[src/rtl/mod_down_counter.sv]
`default_nettype none
// ============================================================================
// Module      : mod_down_counter
// Description : Modulo-MOD down counter (MOD-1 .. 0) with clamped parallel load.
//               Terminal-count behaviour: define MOD_DOWN_COUNTER_AUTORELOAD_EN
//               for free-running reload with a wrap pulse; leave it undefined
//               for one-shot hold at zero.
// Revision    : 1.0 - initial release
// ============================================================================
module mod_down_counter #(
    parameter int BITS = 4,
    parameter int MOD  = 13
) (
    input  logic            clk,
    input  logic            reset,
    input  logic            enable,
    input  logic            load,
    input  logic [BITS-1:0] load_value,
    output logic [BITS-1:0] Q,
    output logic            done,
    output logic            wrap
);

    localparam logic [BITS-1:0] c_max = BITS'(MOD - 1);

    generate
        if (MOD < 2 || MOD > (2 ** BITS)) begin : g_param_check
            $error("mod_down_counter: MOD must satisfy 2 <= MOD <= 2**BITS");
        end
    endgenerate

    logic [BITS-1:0] r_q;
    logic            w_zero;
    logic [BITS-1:0] w_load_clamped;
    logic [BITS-1:0] w_terminal_next;

    assign w_zero         = (r_q == '0);
    assign w_load_clamped = (load_value > c_max) ? c_max : load_value;

`ifdef MOD_DOWN_COUNTER_AUTORELOAD_EN
    assign w_terminal_next = c_max;
    assign wrap            = enable & ~load & ~reset & w_zero;
`else
    // One-shot: the count parks at zero until a load or reset restarts it.
    assign w_terminal_next = '0;
    assign wrap            = 1'b0;
`endif

    always_ff @(posedge clk) begin
        if (reset) begin
            r_q <= c_max;
        end else if (load) begin
            r_q <= w_load_clamped;
        end else if (enable) begin
            r_q <= w_zero ? w_terminal_next : (r_q - 1'b1);
        end
    end

    assign Q    = r_q;
    assign done = w_zero;

endmodule
`default_nettype wire

[config.mk]
export PLATFORM = sky130hd
export DESIGN_NAME = mod_down_counter
export DESIGN_NICKNAME = d
export VERILOG_FILES = /design/src/rtl/mod_down_counter.sv
export SDC_FILE = /design/constraint.sdc
export NUM_CORES = 1
export LEC_CHECK = 0
export CORE_AREA = 2 2 39 41
export CTS_BUF_LIST = sky130_fd_sc_hd__clkbuf_4
export DETAILED_ROUTE_END_ITERATION = 16
export DIE_AREA = 0 0 41 43
export HOLD_SLACK_MARGIN = 0.08
export SETUP_SLACK_MARGIN = 0.2
export SLEW_MARGIN = 25
export SYNTH_ARGS = -nofsm -noshare
export SYNTH_HDL_FRONTEND = slang
export SYNTH_SLANG_ARGS = --single-unit
[constraint.sdc]
create_clock -name clk -period 1.8 [get_ports clk]
set_input_delay 0.36 -clock clk [delete_from_list [all_inputs] [get_ports clk]]
set_output_delay 0.36 -clock clk [all_outputs]
set_load 0.05 [all_outputs]
Word-level counts from Yosys, hierarchy flattened
Index checks and enable logic that the tools add are counted.
{"block": "word_totals", "ff_bits": 4, "input_bits": 8, "wordCells": 9}
{"block": "classes", "n_lt_le_gt_ge": 1, "muxes": 4, "n_addsub": 1, "n_reduce_logical": 2}
{"cell": "2-to-1 mux 4 bit", "count": 4}
{"cell": "> comparator 4 bit (second input constant)", "count": 1}
{"cell": "logical NOT 4 bit", "count": 1}
{"cell": "subtractor 4 x 1 -> 4 bit (second input constant)", "count": 1}
{"cell": "nonzero test 2 bit", "count": 1}

Depth between registers and ports, before layout
Gate-level depths: netlist of the first run.
{"block": "logic_depth", "depth_word": 4, "ltp_mapped": 3}

Worst setup path after synthesis of the first run
Ideal clock, no wire load.
{"block": "synth_timing", "path_kind": "register to output", "startpoint": "register r_q[1] (netlist: Q[1])", "endpoint": "output port done", "path_buffers": 0, "path_stages_with_launch": 2, "required_time_ns": 1.440, "path_slack_ns": -0.676, "t_arrival_ns": 2.116, "path_cell_list": "dfxtp_1 -> nor4_1"}
{"block": "synth_via", "elab_chain_len": 1}
{"element": "from (decl)", "line": "32", "source": "logic [BITS-1:0] r_q;"}
{"element": "from (signal assigned)", "line": "51", "source": "r_q <= c_max;"}
{"element": "from (signal assigned)", "line": "53", "source": "r_q <= w_load_clamped;"}
{"element": "from (signal assigned)", "line": "55", "source": "r_q <= w_zero ? w_terminal_next : (r_q - 1'b1);"}
{"element": "logical NOT 4 bit", "line": "37", "source": "assign w_zero = (r_q == '0);"}
{"element": "to (decl)", "line": "20", "source": "output logic done,"}
Every way passes these cells.

Final worst setup path of the first run
{"block": "layout_timing", "startpoint": "register r_q[3] (netlist: Q[3])", "endpoint": "output port done"}
Same word-level chain as after synthesis.

==> results.py, run 1 <==
metrics = {
    "floorplanning": {
        "die_area_sq_um": 1760,
        "ios": 14,
        "fp.dieH_um": 43,
        "core_sq_um": 1380,
        "initial_utilization": 0.168,
        "dieWidth_um": 41,
        "core.rowCount": 14,
    },
    "detailed_routing": {
        "firstDrtPassIters": 2,
        "detail_route.vias_per_cell": 4.14,
        "drt_iter0_markers": 5,
        "totalWireLength_um": 563,
        "route.detailed.drc": 0,
        "via_count": 240,
        "avgRoutedWirePerCell_um": 9.71,
        "detail-route-antenna-nets": 0,
    },
    "power_and_ir_drop": {
        "p_leak_nw": 0.158,
        "power_w": 0.000318,
        "power_density_nw_per_um2": 786,
        "irDropWorstVdd_uv": 223,
    },
    "timing": {
        "worst_slack_ns": 0.366,
        "holdWs_ns": 0.528,
        "rsz0062_at_grt": "no",
        "fin_tns_setup_ns": 0,
        "finClkSkew_ns": 0.00394,
        "hold_violations": 0,
        "period_share": 0.796,
        "drv_slew": 0,
        "fmax_mhz": 698,
        "final.min_clock_period_ns": 1.43,
        "finalSetupViolations": 0,
    },
    "synth": {
        "synth_warnings": 0,
        "synthMuxAreaShare": 0.0430,
        "synth_top_family_by_area": "simple AND/OR/NAND/NOR gates",
        "synthCells": 28,
        "ys_seq_area_frac": 0.344,
        "synth-seq-cells": 4,
        "syn_area_per_cell_sq_um": 8.31,
        "yosys.area_share.xor_xnor": 0,
        "synth_compound_area_frac": 0.263,
        "synth_fp_nets": 36,
        "synthAdderAreaFrac": 0,
        "netlist_area_sq_um": 233,
        "synthSimpleGateAreaFrac": 0.285,
        "synth_cell_types": 19,
    },
    "setup_path": {
        "reg2reg_depth": 3,
        "regToRegStartpoint": "Q[0]",
        "cp_data_arrival_time_ns": 1.07,
        "ff2ff_setup_slack_ns": 0.60,
        "timing.rr.end": "Q[1]",
        "critPathCaptureType": "output pin",
        "crit_path_max_fanout": 6,
        "startpoint_type": "flop",
        "worst_ep_required_time_ns": 1.44,
        "critical_path_class": "reg2out",
    },
    "global_route": {
        "grt_pass1_wl_um": 917,
        "grt_start_max_net_pins": 9,
        "grt_usage": 0.0792,
        "gr-total-overflow": 0,
        "grt_pass1_vias": 245,
        "antenna_found_initial": 0,
    },
    "run": {
        "drv_cap": 0,
    },
    "worst_hold_path": {
        "min-delay-start": "Q[3]",
        "holdPathEnd": "Q[3]",
        "min_path_type": "reg2reg",
        "whs_path_depth": 2,
    },
    "placed_design": {
        "place_ws_ns": 0.138,
        "place.gp.congestion": 0.714,
        "io_buffers": 12,
        "dp_hpwl_um": 455,
        "placed_area_sq_um": 383,
    },
    "clocking": {
        "cts_buffers": 3,
        "post_cts_buffers": 0,
        "cts_tree": "done",
        "cts-htree-levels": 1,
        "cts.clk_slew.worst_paths_ns": 0.04,
        "insertion_delay_ns": 0.23,
        "clkSinkCount": 4,
        "clock_path_buffers": 2,
        "root_buffer": "clkbuf_4",
        "holdBufCountCts": 0,
        "post_cts_resized": 0,
    },
    "final_layout": {
        "largest_reg_flops": 4,
        "nets": 52,
        "stdcell_area_sq_um": 405,
        "layout-drive-gt1-share": 0.333,
        "diodes": 0,
        "syn_to_final_growth_pct": 74.2,
    },
    "outcome": {
        "outcome": "finished, final reports clean",
    },
}
==> cells in the final DEF (no fill, tap or decap), types with 2 or more instances in the layout <==
master	count
dfxtp_1	2
clkbuf_4	3
a21oi_1	4
clkdlybuf4s50_1	7
nand2_1	3
o21ai_0	2
dfxtp_2	2
buf_4	4
==> cells by family (layout without fill, tap and decap cells) <==
group,Yosys count,in the layout
AND/OR/NAND/NOR,11,11
AO/OA/AOI/OAI,9,9
flip-flops,4,4
buffers and inverters,2,16
other,1,1
multiplexers,1,1
==> routing by layer <==
layer,up-vias,routed length (um),GRT usage
li1,131,-,-
met1,101,254,0.0990
met2,8,262,0.103
met3,0,46,0.0314
met4,0,0,0.0600
met5,-,0,0
==> critical path, stage by stage, from the launching register on <==
cell     delay, ns
dfxtp_2       0.35
nor4_4        0.32
buf_12        0.17
==> synth_stat cells, drive strengths merged <==
| cell | number | area share |
|---|---|---|
| nor2 | 1 | 0.016 |
| nor3 | 1 | 0.021 |
| nor3b | 1 | 0.032 |
| mux2i | 1 | 0.043 |
| inv | 1 | 0.016 |
| a221oi | 2 | 0.10 |
| dfxtp | 4 | 0.34 |
| a21oi | 4 | 0.086 |
| buf | 1 | 0.032 |
| or3 | 1 | 0.027 |
| o21ai | 2 | 0.043 |
| nor4 | 1 | 0.027 |
| conb | 1 | 0.016 |
| nand2b | 1 | 0.059 |
| o31ai | 1 | 0.032 |
| nor2b | 1 | 0.027 |
| or2 | 1 | 0.027 |
| nand2 | 3 | 0.048 |
==> worst max path at each step <==
stage          startpoint    to  slack (ns)  cells after the start
5_1_grt              Q[3]  done        0.32                      2
2_1_floorplan        Q[0]  done        0.26                      1
6_report             Q[3]  done        0.37                      2
4_1_cts              Q[3]  done        0.36                      2
3_5_place_dp       enable  Q[1]        0.14                      4
3_3_place_gp       enable  Q[1]        0.16                      4
==> final cells by class <==
| cell class | count | area, sq um |
|---|---|---|
| repair buffers | 12 | 120 |
| inverters | 1 | 3.75 |
| fillers | 161 | 978 |
| well taps | 16 | 20.0 |
| multi-input cells | 22 | 156 |
| flip-flops and latches | 4 | 82.6 |
| clock buffers | 3 | 22.5 |
==> stage by stage <==
stage / cells / util
floorplan: 28 / -
global placement: 55 / 0.277
detailed placement: 55 / 0.277
CTS: 58 / 0.293
global route: 58 / 0.293
finish: 58 / 0.293
==> power breakdown <==
group	internal, W	total [W]	leakage [nW]	switching (W)
registers	0.0000975	0.000112	0.0329	0.0000150
clock network	0.0000746	0.000111	0.0138	0.0000362
logic	0.0000419	0.0000953	0.111	0.0000534
No activity file was read; power rests on OpenSTA's default activity.
==> run 2, diff against run 1 <==
clock period = 1.4 ns   (was 1.8 ns; I/O delays follow)
==> results.py, run 2 (synthesized netlist as in run 1, its figures left out) <==
metrics = {
    "power_and_ir_drop": {
        "power_w": 0.000460,
        "p_leak_nw": 0.200,
        "irDropWorstVdd_uv": 562,
        "power_density_nw_per_um2": 898,
    },
    "floorplanning": {
        "fp.dieH_um": 43,
        "ios": 14,
        "core_sq_um": 1380,
        "core.rowCount": 14,
        "initial_utilization": 0.168,
        "dieWidth_um": 41,
        "die_area_sq_um": 1760,
    },
    "final_layout": {
        "num-fill-cells": 142,
        "syn_to_final_growth_pct": 120,
        "final_common_cell": "clkdlybuf4s50_1",
        "final_cells": 61,
        "diodes": 0,
        "mostFrequentLayoutCells": "clkdlybuf4s50_1, buf_12, dfxtp_4, a21oi_1",
        "largest_reg_flops": 4,
        "fin_util": 0.370,
        "nets": 55,
        "layout-drive-gt1-share": 0.511,
    },
    "setup_path": {
        "reg2reg_depth": 3,
        "cp_data_arrival_time_ns": 1.07,
        "critPathCaptureType": "output pin",
        "ff2ff_setup_slack_ns": 0.22,
        "worst_ep_required_time_ns": 1.12,
        "startpoint_type": "flop",
        "critical_path_class": "reg2out",
        "crit_path_max_fanout": 2,
    },
    "timing": {
        "holdWs_ns": 0.547,
        "period_share": 0.968,
        "rsz0062_at_grt": "yes",
        "finalSetupViolations": 0,
        "drv_slew": 0,
        "fmax_mhz": 738,
        "hold_violations": 0,
        "finClkSkew_ns": 0.00139,
        "final.min_clock_period_ns": 1.35,
    },
    "clocking": {
        "insertion_delay_ns": 0.24,
        "cts-htree-levels": 1,
        "clock_path_buffers": 2,
        "holdBufCountCts": 0,
        "clkSinkCount": 4,
        "cts_buffers": 3,
        "root_buffer": "clkbuf_4",
        "cts.clk_slew.worst_paths_ns": 0.04,
        "cts_tree": "done",
    },
    "detailed_routing": {
        "detail-route-antenna-nets": 0,
        "drt_iter0_markers": 4,
        "totalWireLength_um": 678,
        "avgRoutedWirePerCell_um": 11.1,
        "via_count": 277,
        "wl_met2_um": 324,
        "wl_met1_um": 276,
        "top_layer": "met3",
        "route.detailed.drc": 0,
        "dr_wl_met3_um": 78,
        "firstDrtPassIters": 4,
        "detail_route.vias_per_cell": 4.54,
    },
    "placed_design": {
        "dp_hpwl_um": 496,
        "place.gp.congestion": 0.781,
        "io_buffers": 12,
        "dpl.cell_count": 56,
    },
    "global_route": {
        "grt_start_max_net_pins": 9,
        "grt_pass1_wl_um": 1100,
        "gr-total-overflow": 0,
        "grt_usage": 0.103,
        "grt_pass1_vias": 244,
        "antenna_found_initial": 0,
    },
    "worst_hold_path": {
        "whs_path_depth": 2,
        "min_path_type": "reg2reg",
    },
    "outcome": {
        "outcome": "finished, final reports clean",
    },
    "run": {
        "drv_cap": 0,
    },
}
[run 2: cell count changes in the layout (fill, tap and decap cells not counted), moves of 2 or more]
cell / change
buf_12: +4
dfxtp_4: +4
buf_4: -2
dfxtp_1: -2
dfxtp_2: -2
[run 2: worst max-delay path, cell delays in order (launching register included)]
cell	delay (ns)
dfxtp_4	0.34
nor4_4	0.32
buf_12	0.18
[run 2: what timing repair did]
| item | in CTS | in global routing |
|---|---|---|
| setup endpoints to repair | 4 | 4 |
| buffers inserted | 2 | 0 |
| pin swaps | 2 | 0 |
| cloned | 0 | 0 |
| resized for setup | 3 | 3 |
[run 2: worst paths after layout]
kind,to,startpoint
max,done,Q[1]
min,Q[3],Q[3]
max reg2reg,Q[1],Q[1]
min reg2reg,Q[3],Q[3]
[run 2: cell type report]
| class | instances | area (sq um) | share of cell area |
|---|---|---|---|
| repair buffers | 15 | 195 | 0.381 |
| inverters | 1 | 3.75 | 0.00733 |
| multi-input cells | 22 | 175 | 0.342 |
| flip-flops and latches | 4 | 95.1 | 0.186 |
| well taps | 16 | 20.0 | 0.0391 |
| clock buffers | 3 | 22.5 | 0.0440 |
[run 2: stage by stage]
| stage | worst slack [ns] | TNS, ns | area, sq um |
|---|---|---|---|
| 2_1_floorplan | 0.0399 | 0 | 263 |
| 3_3_place_gp | -0.138 | -0.328 | 453 |
| 3_5_place_dp | -0.140 | -0.356 | 453 |
| 4_1_cts | 0.0236 | 0 | 498 |
| 5_1_grt | -0.0223 | -0.0223 | 512 |
| 6_report | 0.0451 | 0 | 512 |
[run 2: power by group]
group          switching, W  internal, W
Sequential        0.0000176     0.000124
Combinational     0.0000833    0.0000897
Clock             0.0000493    0.0000960
Total              0.000150     0.000310
[run 2: routing by layer]
metal  vias up  GRT usage
met3         0     0.0785
met4         0     0.0600
met1       124      0.135
met2        15      0.113
li1        138          -
met5         -          0
